## src/rtl/life_sequencer.sv

```systemverilog
// Generation controller for an 8x8 Game of Life board: scans all 64 cells through the
// next-state engine, collects results into a shadow board and commits them atomically.
// Optional macro LIFE_SEQ_STABLE_DETECT_EN: flag a still life and stop auto-advance.
module life_sequencer #(
   parameter int          GEN_TICKS  = 12000000,
   parameter logic [63:0] INIT_BOARD = 64'h0000_0000_0007_0402
) (
   input  logic        clk,
   input  logic        rst,
   input  logic        run,
   input  logic        step,
   input  logic        load_valid,
   input  logic [63:0] load_board,
   input  logic        cell_next,
   output logic [63:0] board,
   output logic [2:0]  read_cell_row,
   output logic [2:0]  read_cell_col,
   output logic        curr_cell,
   output logic        write_board_state,
   output logic        busy,
   output logic        gen_done,
   output logic [15:0] generation,
   output logic        stable
);

   localparam int TICK_W = (GEN_TICKS > 1) ? $clog2(GEN_TICKS) : 1;

   typedef enum logic [1:0] {
      IDLE   = 2'd0,
      SCAN   = 2'd1,
      COMMIT = 2'd2
   } state_t;

   state_t            state;
   state_t            state_next;
   logic [5:0]        idx;
   logic [63:0]       shadow;
   logic [TICK_W-1:0] tick;
   logic              tick_hit;
   logic              auto_block;
   logic              start_scan;

   assign tick_hit = (tick == TICK_W'(GEN_TICKS - 1));

   // Cell handshake: the engine answers combinationally for the addressed cell on every
   // cycle write_board_state is high; there is no back-pressure, one cell per cycle.
   // idx is held at 0 outside SCAN, so the address rests on row 0 col 0.
   assign read_cell_row     = idx[5:3];
   assign read_cell_col     = idx[2:0];
   assign curr_cell         = board[idx];
   assign write_board_state = (state == SCAN);
   assign busy              = (state != IDLE);
   assign gen_done          = (state == COMMIT) && !load_valid;

   always_comb begin
      state_next = state;
      start_scan = 1'b0;
      case (state)
         IDLE: begin
            if (step || (run && tick_hit && !auto_block)) begin
               state_next = SCAN;
               start_scan = 1'b1;
            end
         end
         SCAN: begin
            if (idx == 6'd63) begin
               state_next = COMMIT;
            end
         end
         COMMIT: begin
            state_next = IDLE;
         end
         default: begin
            state_next = IDLE;
         end
      endcase
   end

   always_ff @(posedge clk) begin
      if (rst) begin
         state      <= IDLE;
         board      <= INIT_BOARD;
         shadow     <= '0;
         tick       <= '0;
         idx        <= '0;
         generation <= '0;
      end else if (load_valid) begin
         // A load aborts any scan in flight; the partial shadow is simply abandoned.
         state      <= IDLE;
         board      <= load_board;
         tick       <= '0;
         idx        <= '0;
         generation <= '0;
      end else begin
         state <= state_next;
         case (state)
            IDLE: begin
               if (start_scan) begin
                  tick   <= '0;
                  idx    <= '0;
                  shadow <= '0;
               end else if (run) begin
                  tick <= tick_hit ? '0 : tick + TICK_W'(1);
               end else begin
                  tick <= '0;
               end
            end
            SCAN: begin
               shadow[idx] <= cell_next;
               idx         <= idx + 6'd1;
            end
            COMMIT: begin
               board      <= shadow;
               generation <= generation + 16'd1;
            end
            default: begin
               tick <= '0;
            end
         endcase
      end
   end

`ifdef LIFE_SEQ_STABLE_DETECT_EN
   logic stable_q;

   always_ff @(posedge clk) begin
      if (rst || load_valid) begin
         stable_q <= 1'b0;
      end else if (state == COMMIT) begin
         stable_q <= (shadow == board);
      end
   end

   assign stable     = stable_q;
   assign auto_block = stable_q;
`else
   assign stable     = 1'b0;
   assign auto_block = 1'b0;
`endif

endmodule

```

## config.mk

```make
export PLATFORM = sky130hd
export DESIGN_NAME = life_sequencer
export DESIGN_NICKNAME = d
export VERILOG_FILES = /design/src/rtl/life_sequencer.sv
export SDC_FILE = /design/constraint.sdc
export NUM_CORES = 1
export LEC_CHECK = 0
export ABC_AREA = 1
export CORE_UTILIZATION = 39
export CTS_BUF_LIST = sky130_fd_sc_hd__clkbuf_16
export CTS_CLUSTER_DIAMETER = 150
export CTS_CLUSTER_SIZE = 20
export DETAILED_ROUTE_END_ITERATION = 12
export PLACE_DENSITY = 0.65
export SLEW_MARGIN = 5
export SYNTH_ARGS = -nofsm -noshare
export SYNTH_HDL_FRONTEND = slang
export SYNTH_SLANG_ARGS = --single-unit
```

## constraint.sdc

```tcl
create_clock -name clk -period 2.8 [get_ports clk]
set_input_delay 0.42 -clock clk [delete_from_list [all_inputs] [get_ports clk]]
set_output_delay 0.42 -clock clk [all_outputs]
set_load 0.005 [all_outputs]
```

==> summary.md <==
| Metric | Value |
|---|---|
| R2r startpoint | `state[1]$_SDFFE_PP0P_` |
| Largest net degree at the start of global routing | `between 100 and 150` |
| Max VDD drop | `between 0.3 and 0.4 mV` |
| Fmax | `~0.38 GHz` |
| Reg2Reg Depth | `8` |
| Die ar. | `26,700 um2` |
| Area of the multi-input gates | `5090 um2` |
| Asr flop ratio synth | `0%` |
| Worst-margin pin slew | `0.967 ns` |
| Max Slew Vio Count | `0` |
| Post-placement worst setup slack | `roughly 0.29 ns` |
| Avg Inst Size Synth | `~6.4 um2` |
| Critical-path cell list | `inv_1, ha_1, inv_1, nor2_2, clkdlybuf4s50_1` |
| Number of vias per cell | `5.31` |
| Final setup fails | `0` |
| Clock tree sinks | `176` |
| Final wirelength | `33.3 mm` |
| WS Path Type | `reg2out` |
| Initial Util | `40.1%` |
| Min-Delay Path Class | `reg2reg` |
| Final Util | `50.0%` |
| Period utilization | `94.3%` |
| Worst-Skew Late Latency | `0.44 ns` |
| Synthesized area | `10,100 um2` |
| CTS Buf Count | `17` |
| Hold Path End | `shadow[25]$_SDFFE_PP0P_` |
| Largest area contributor in the netlist | `dfxtp_1` |
| Sequential fraction of the synthesis area | `about a third` |
| Post-route cell area | `12,700 um2` |
| Post-synthesis register bit count | `about 180` |
| Total number of yosys warnings | `0` |
| Ranking of synthesized cells by area | `dfxtp_1, nand2_1, inv_1, nand4_1, o21ai_0` |
| Hold-critical path depth | `2` |
| Layout area overhead | `24.9%` |
| Post-synth top flop | `dfxtp_1` |
| Post-Synthesis Net Count | `1,668` |
| Fin crit period | `~2.6 ns` |
| Critical Path AT | `2.22 ns` |
| Drt initial violations | `1,008` |
| Critical path's largest stage delay | `about 0.60 ns` |
| R2R Setup Slk | `between 0.6 and 0.7 ns` |
| Crit path capture type | `output port` |
| Routability cong. | `0.890` |
| Synth cell types | `39` |
| Clock skew | `0.0123 ns` |
| Slew HR | `a little over a third` |
| Detailed-route via count | `around 11,000` |
| Final Hold Vio Count | `0` |
| Sequential cell area | `3520 um2` |
| Post-Syn Instances | `1,592` |
| Layout cell share with drive strength beyond 1 | `7.06%` |
| WL/cell | `16.3 um` |
| Clk pin slew, worst setup/hold paths | `0.07 ns` |
| WHS | `0.446 ns` |
| Cell Pwr Density | `477 nW/um2` |
| Hold_sp | `shadow[25]$_SDFFE_PP0P_` |
| Vias in the first global route | `between 9,000 and 10,000` |
| Clock Tree Buf Depth | `2` |
| Die Width | `163 um` |
| CP startpoint | `state[0]$_SDFFE_PP0P_` |
| Fill cell count | `approximately 2,600` |
| Core area | `between 20,000 and 30,000 um2` |
| Worst path slowest cell | `clkdlybuf4s50_1` |
| Outcome | `completed` |
| Number of port buffers | `159` |
| RSZ-0062 raised after global routing | `no` |
| Most used cell along the critical path | `inv_1` |
| Cell area after placement | `12,000 um2` |
| Chip height | `163 um` |
| Pleak | `5.38 nW` |
| Setup ws final | `roughly 0.16 ns` |
| Max Cap Violations | `0` |
| Antenna viol nets, final | `0` |
| I/O Pins | `161` |
| Nets | `~1,800` |
| DRC Markers | `0` |
| Critical R2R Capture | `shadow[22]$_SDFFE_PP0P_` |
| CTS tree | `built` |
| Post-synth EDFFs | `0` |
| Num rows | `58` |
| Crit path launch type | `flip-flop` |
| Setup TNS Final | `0 ns` |
| Final HPWL DP | `23.0 mm` |
| Synth top area share | `34.7%` |
| Crit path max fanout | `5` |
| Detailed Routing Iterations Pass 1 | `5` |
| CTS root buffer | `clkbuf_16` |
| GRT overflow | `0` |
| # H-tree levels | `4` |
| Antenna violations before repair | `0` |
| Req. time, crit path | `2.38 ns` |
| GRT Overall Usage | `about 25%` |
| CTS Hold Bufs | `0` |
| First-pass GRT wire length | `52.7 mm` |
==> flip-flops by register name (all words and copies together), names as in the netlist <==
name	cells
tick	24
board	64
idx	6
generation	16
state	2
shadow	64
==> worst max path at each step <==
stage	endpoint	slack, ns	cells after the start
2_1_floorplan	curr_cell	0.99	9
4_1_cts	curr_cell	0.001	11
6_report	gen_done	0.16	5
5_1_grt	gen_done	0.02	5
3_3_place_gp	curr_cell	0.32	12
3_5_place_dp	curr_cell	0.29	12
==> cell usage in the layout, fill, tap and decap left out, types with 5 or more instances in the layout <==
| master | netlist | layout |
|---|---|---|
| o21ai_1 | 11 | 11 |
| o211ai_1 | 6 | 6 |
| nor3_2 | 7 | 7 |
| ha_1 | 6 | 5 |
| clkdlybuf4s50_1 | 0 | 156 |
| xor2_1 | 5 | 5 |
| a21oi_1 | 118 | 118 |
| inv_1 | 257 | 254 |
| inv_2 | 7 | 7 |
| buf_4 | 8 | 42 |
| nand2_1 | 386 | 385 |
| nand4_1 | 135 | 135 |
| nand3_1 | 42 | 41 |
| nor2_1 | 78 | 75 |
| a22oi_1 | 43 | 43 |
| buf_12 | 0 | 6 |
| clkbuf_16 | 0 | 17 |
| o21ai_0 | 159 | 159 |
| nor3_1 | 9 | 9 |
| dfxtp_1 | 176 | 175 |
==> metrics by stage <==
step / total power, W / instances
floorplan: 0.00319 / 1592
global placement: 0.00356 / 2008
detailed placement: 0.00356 / 2008
CTS: 0.00607 / 2045
global route: 0.00626 / 2045
finish: 0.00604 / 2046
==> per-layer routing <==
| layer | vias to the layer above | track usage, % | wire, um |
|---|---|---|---|
| li1 | 5418 | - | - |
| met1 | 5091 | 33.5 | 15100 |
| met2 | 321 | 42.2 | 15700 |
| met3 | 26 | 3.25 | 1930 |
| met4 | 0 | 6.58 | 485 |
| met5 | - | 0 | 0 |
==> cell families (layout without fill, tap and decap cells) <==
logic type | count (synthesis) | in the layout | share of synthesized area (%)
compound gates | 347 | 347 | 18.6
xor+xnor | 6 | 6 | 0.518
fa+ha+maj | 6 | 6 | 0.740
buf+inv | 383 | 506 | 15.5
flops | 176 | 176 | 34.7
other cells | 1 | 2 | 0.0370
simple gates | 673 | 673 | 29.8
==> cell type report <==
type | count | area share [%]
multi-input combinational | 1033 | 40.2
sequential | 176 | 27.8
timing repair buffer | 207 | 15.9
inverter | 268 | 8.03
clock buffer | 17 | 3.36
tap | 330 | 3.26
clock inverter | 14 | 1.41
antenna | 1 | 0.0198
==> synth_stat cells, types with 5 or more instances <==
library cell	n
nand2_1	386
inv_1	257
dfxtp_1	176
o21ai_0	159
nand4_1	135
a21oi_1	118
nor2_1	78
clkbuf_1	55
a22oi_1	43
nand3_1	42
buf_2	34
o21ai_1	11
buf_1	9
buf_6	9
nor3_1	9
buf_4	8
inv_2	7
nor3_2	7
ha_1	6
o211ai_1	6
xor2_1	5
==> power breakdown <==
group / switching, W / leakage, nW / internal (W)
Combinational: 0.000521 / 3.66 / 0.000365
Sequential: 0.0000685 / 1.43 / 0.00256
Clock: 0.00110 / 0.292 / 0.00142
==> repair_timing <==
| item | 4_1_cts | 5_1_grt |
|---|---|---|
| setup endpoints to repair | 1 | 1 |
| setup buffers | 6 | 0 |
| pin swaps | 3 | 1 |
| gates resized for setup | 13 | 2 |
| endpoints found under the hold margin | 0 | 0 |
==> critical path, delay by kind of cell, from the launching register on <==
kind                       cells  cell delay [ns]
adders and majority gates      1             0.29
buffers and inverters          3             0.83
DFF                            1             0.32
and+or+nand+nor                1             0.36
Note: power is estimated with default switching activity, not from simulation.
==> RTL edit, RTL diff (same flow settings) <==
The 3 states of `state_t` get a one-hot encoding in 3 bits.
--- a/src/rtl/life_sequencer.sv
+++ b/src/rtl/life_sequencer.sv
@@ -25,10 +25,10 @@
 
    localparam int TICK_W = (GEN_TICKS > 1) ? $clog2(GEN_TICKS) : 1;
 
-   typedef enum logic [1:0] {
-      IDLE   = 2'd0,
-      SCAN   = 2'd1,
-      COMMIT = 2'd2
+   typedef enum logic [2:0] {
+      IDLE   = 3'b001,
+      SCAN   = 3'b010,
+      COMMIT = 3'b100
    } state_t;
 
    state_t            state;
Formal check against the unedited RTL: same outputs for any inputs over 4 cycles, from zero or initial values and one cycle with rst high; so few cycles prove little.
==> RTL edit against the original RTL <==
- synthesized area down 5.5%
- sequential cell count grew 1
- wire length down 6.6%
- global-route usage shrank 0.080 points
- worst hold slack better by 37 ps
- via count shrank 5.4%
- power fell by 5.6%
- final area fell by 4.9%
- worst setup slack improved by 150 ps
==> RTL edit: results (changes against the original RTL) <==
{| class="wikitable"
! Metric !! Value
|-
| Result of the run || completed
|-
| Sequential element share of the synthesized area || 37.0% (+2.2 points)
|-
| Crit path DAT || 2070 ps (-150 ps)
|-
| Routing usage on met2 || 40.8% (-1.4 points)
|-
| Worst slew pin tran || 797 ps (-170 ps)
|-
| Number of nets in the synthesized netlist || 1,610 (-3.5%)
|-
| Synth cell count leaders || sky130_fd_sc_hd__nand2_1 (525), sky130_fd_sc_hd__nor2_1 (223), sky130_fd_sc_hd__dfxtp_1 (177)
|-
| Number of DRC markers in iteration 0 || 739 (-27%)
|-
| Largest cells by area after synthesis || sky130_fd_sc_hd__dfxtp_1 (37%), sky130_fd_sc_hd__nand2_1 (21%), sky130_fd_sc_hd__nor2_1 (8.7%), sky130_fd_sc_hd__inv_1 (5.6%), sky130_fd_sc_hd__a21oi_1 (5.4%)
|-
| Final RePlAce weighted congestion || 0.927 (+4.1%)
|-
| Cell class contributing the biggest share of worst-path delay || buffers and inverters
|-
| HPWL after DPL || 22,200 um (-3.7%)
|-
| Routed wl met3 || 2100 um (+8.8%)
|-
| Top-area cell type share of the netlist area || 37.0% (+2.2 points)
|-
| Routed len/inst || 15.5 um (-4.7%)
|-
| Met1 layer wirelength in the final routing || 13,900 um (-7.9%)
|-
| Total length of routed met2 wires || 14,300 um (-9.5%)
|-
| Number of cells produced by synthesis || 1,537 (-3.5%)
|-
| M3 GR Usage || 4.73% (+1.5 points)
|-
| Total wire length || 31,100 um (-6.6%)
|-
| Count of unresolved DRC violations after routing || 0 (unchanged)
|-
| Post-route clock skew || 12.0 ps (-0.309 ps)
|-
| Unique masters post-synth || 41 (+5.1%)
|-
| Met1 track demand over resource in global routing || 32.9% (-0.55 points)
|-
| Overall routing resource usage || 25.0% (-0.080 points)
|-
| Antenna diode count || 0 (-1)
|-
| Share of layout cells above drive strength 1 || 7.32% (+0.26 points)
|-
| Largest net degree at the start of global routing || 65 (-49%)
|-
| Worst-path maximum fanout || 17 (+12)
|-
| Via count of the first global-routing pass || 9,635 (+0.46%)
|-
| CP peak stage delay || 570 ps (-30 ps)
|-
| IR drop worst, VDD || 0.269 mV (-11%)
|-
| Leakage power || 4.67 nW (-13%)
|-
| # placed instances || 1,972 (-1.8%)
|-
| DR vias || 10,300 (-5.4%)
|-
| Power dissipated by switching net loads || 0.00152 W (-10%)
|-
| Wire length of the first global-routing pass || 50,600 um (-4.0%)
|-
| Nets || 1,741 (-2.1%)
|}
-- RTL edit: worst paths after layout --
check	start	to	slack (ps)	cells after the start
worst max-delay path	state[1]	write_board_state	310	3
worst min-delay path	shadow[20]	board[20]	480	2
worst max register to register	tick[1]	shadow[35]	710	12
worst min register to register	shadow[20]	board[20]	480	2
-- RTL edit: area by class of cell --
cell class	instances	area, um2
clock buffer	17	425
clock inverter	15	155
fill	2500	12200
inverter	155	591
multi-input combinational	1127	5060
sequential	177	3550
tap	324	405
timing repair buffer	190	1850
-- RTL edit: cell families after synthesis --
kind of cell	count (synthesis)	share of synthesized area (%)
and+or+nand+nor	901	38.4
buffers and inverters	233	10.5
AOI/OAI and AO/OA	213	12.9
DFF	177	37.0
xor gates and xnor gates	9	0.822
adders and majority gates	3	0.391
other	1	0.0391
-- RTL edit: stage by stage --
step	utilization [%]	total power (W)	hold WS (ps)	instance area [um2]	setup slack, ps
final	49.7	0.00570	483	12000	313
after detailed placement	47.1	0.00331	478	11400	355
after global routing	49.7	0.00588	503	12000	142
after global placement	47.1	0.00331	470	11400	372
after CTS	49.6	0.00572	487	12000	5.08
after floorplan	-	0.00300	439	9590	931
-- RTL edit: repair_timing --
item | CTS | global route
setup endpoints to repair | 1 | 1
pin swaps | 0 | 1
resized for setup | 11 | 5
buffers inserted | 1 | 0
cloned | 0 | 0
-- RTL edit: power by group through the flow --
| stage | logic [W] | registers, W | clock network (W) |
|---|---|---|---|
| 3_5_place_dp | 0.000612 | 0.00270 | 0 |
| 5_1_grt | 0.000668 | 0.00265 | 0.00256 |
| 6_report | 0.000614 | 0.00264 | 0.00244 |
| 2_1_floorplan | 0.000334 | 0.00267 | 0 |
| 4_1_cts | 0.000614 | 0.00264 | 0.00246 |
| 3_3_place_gp | 0.000607 | 0.00270 | 0 |
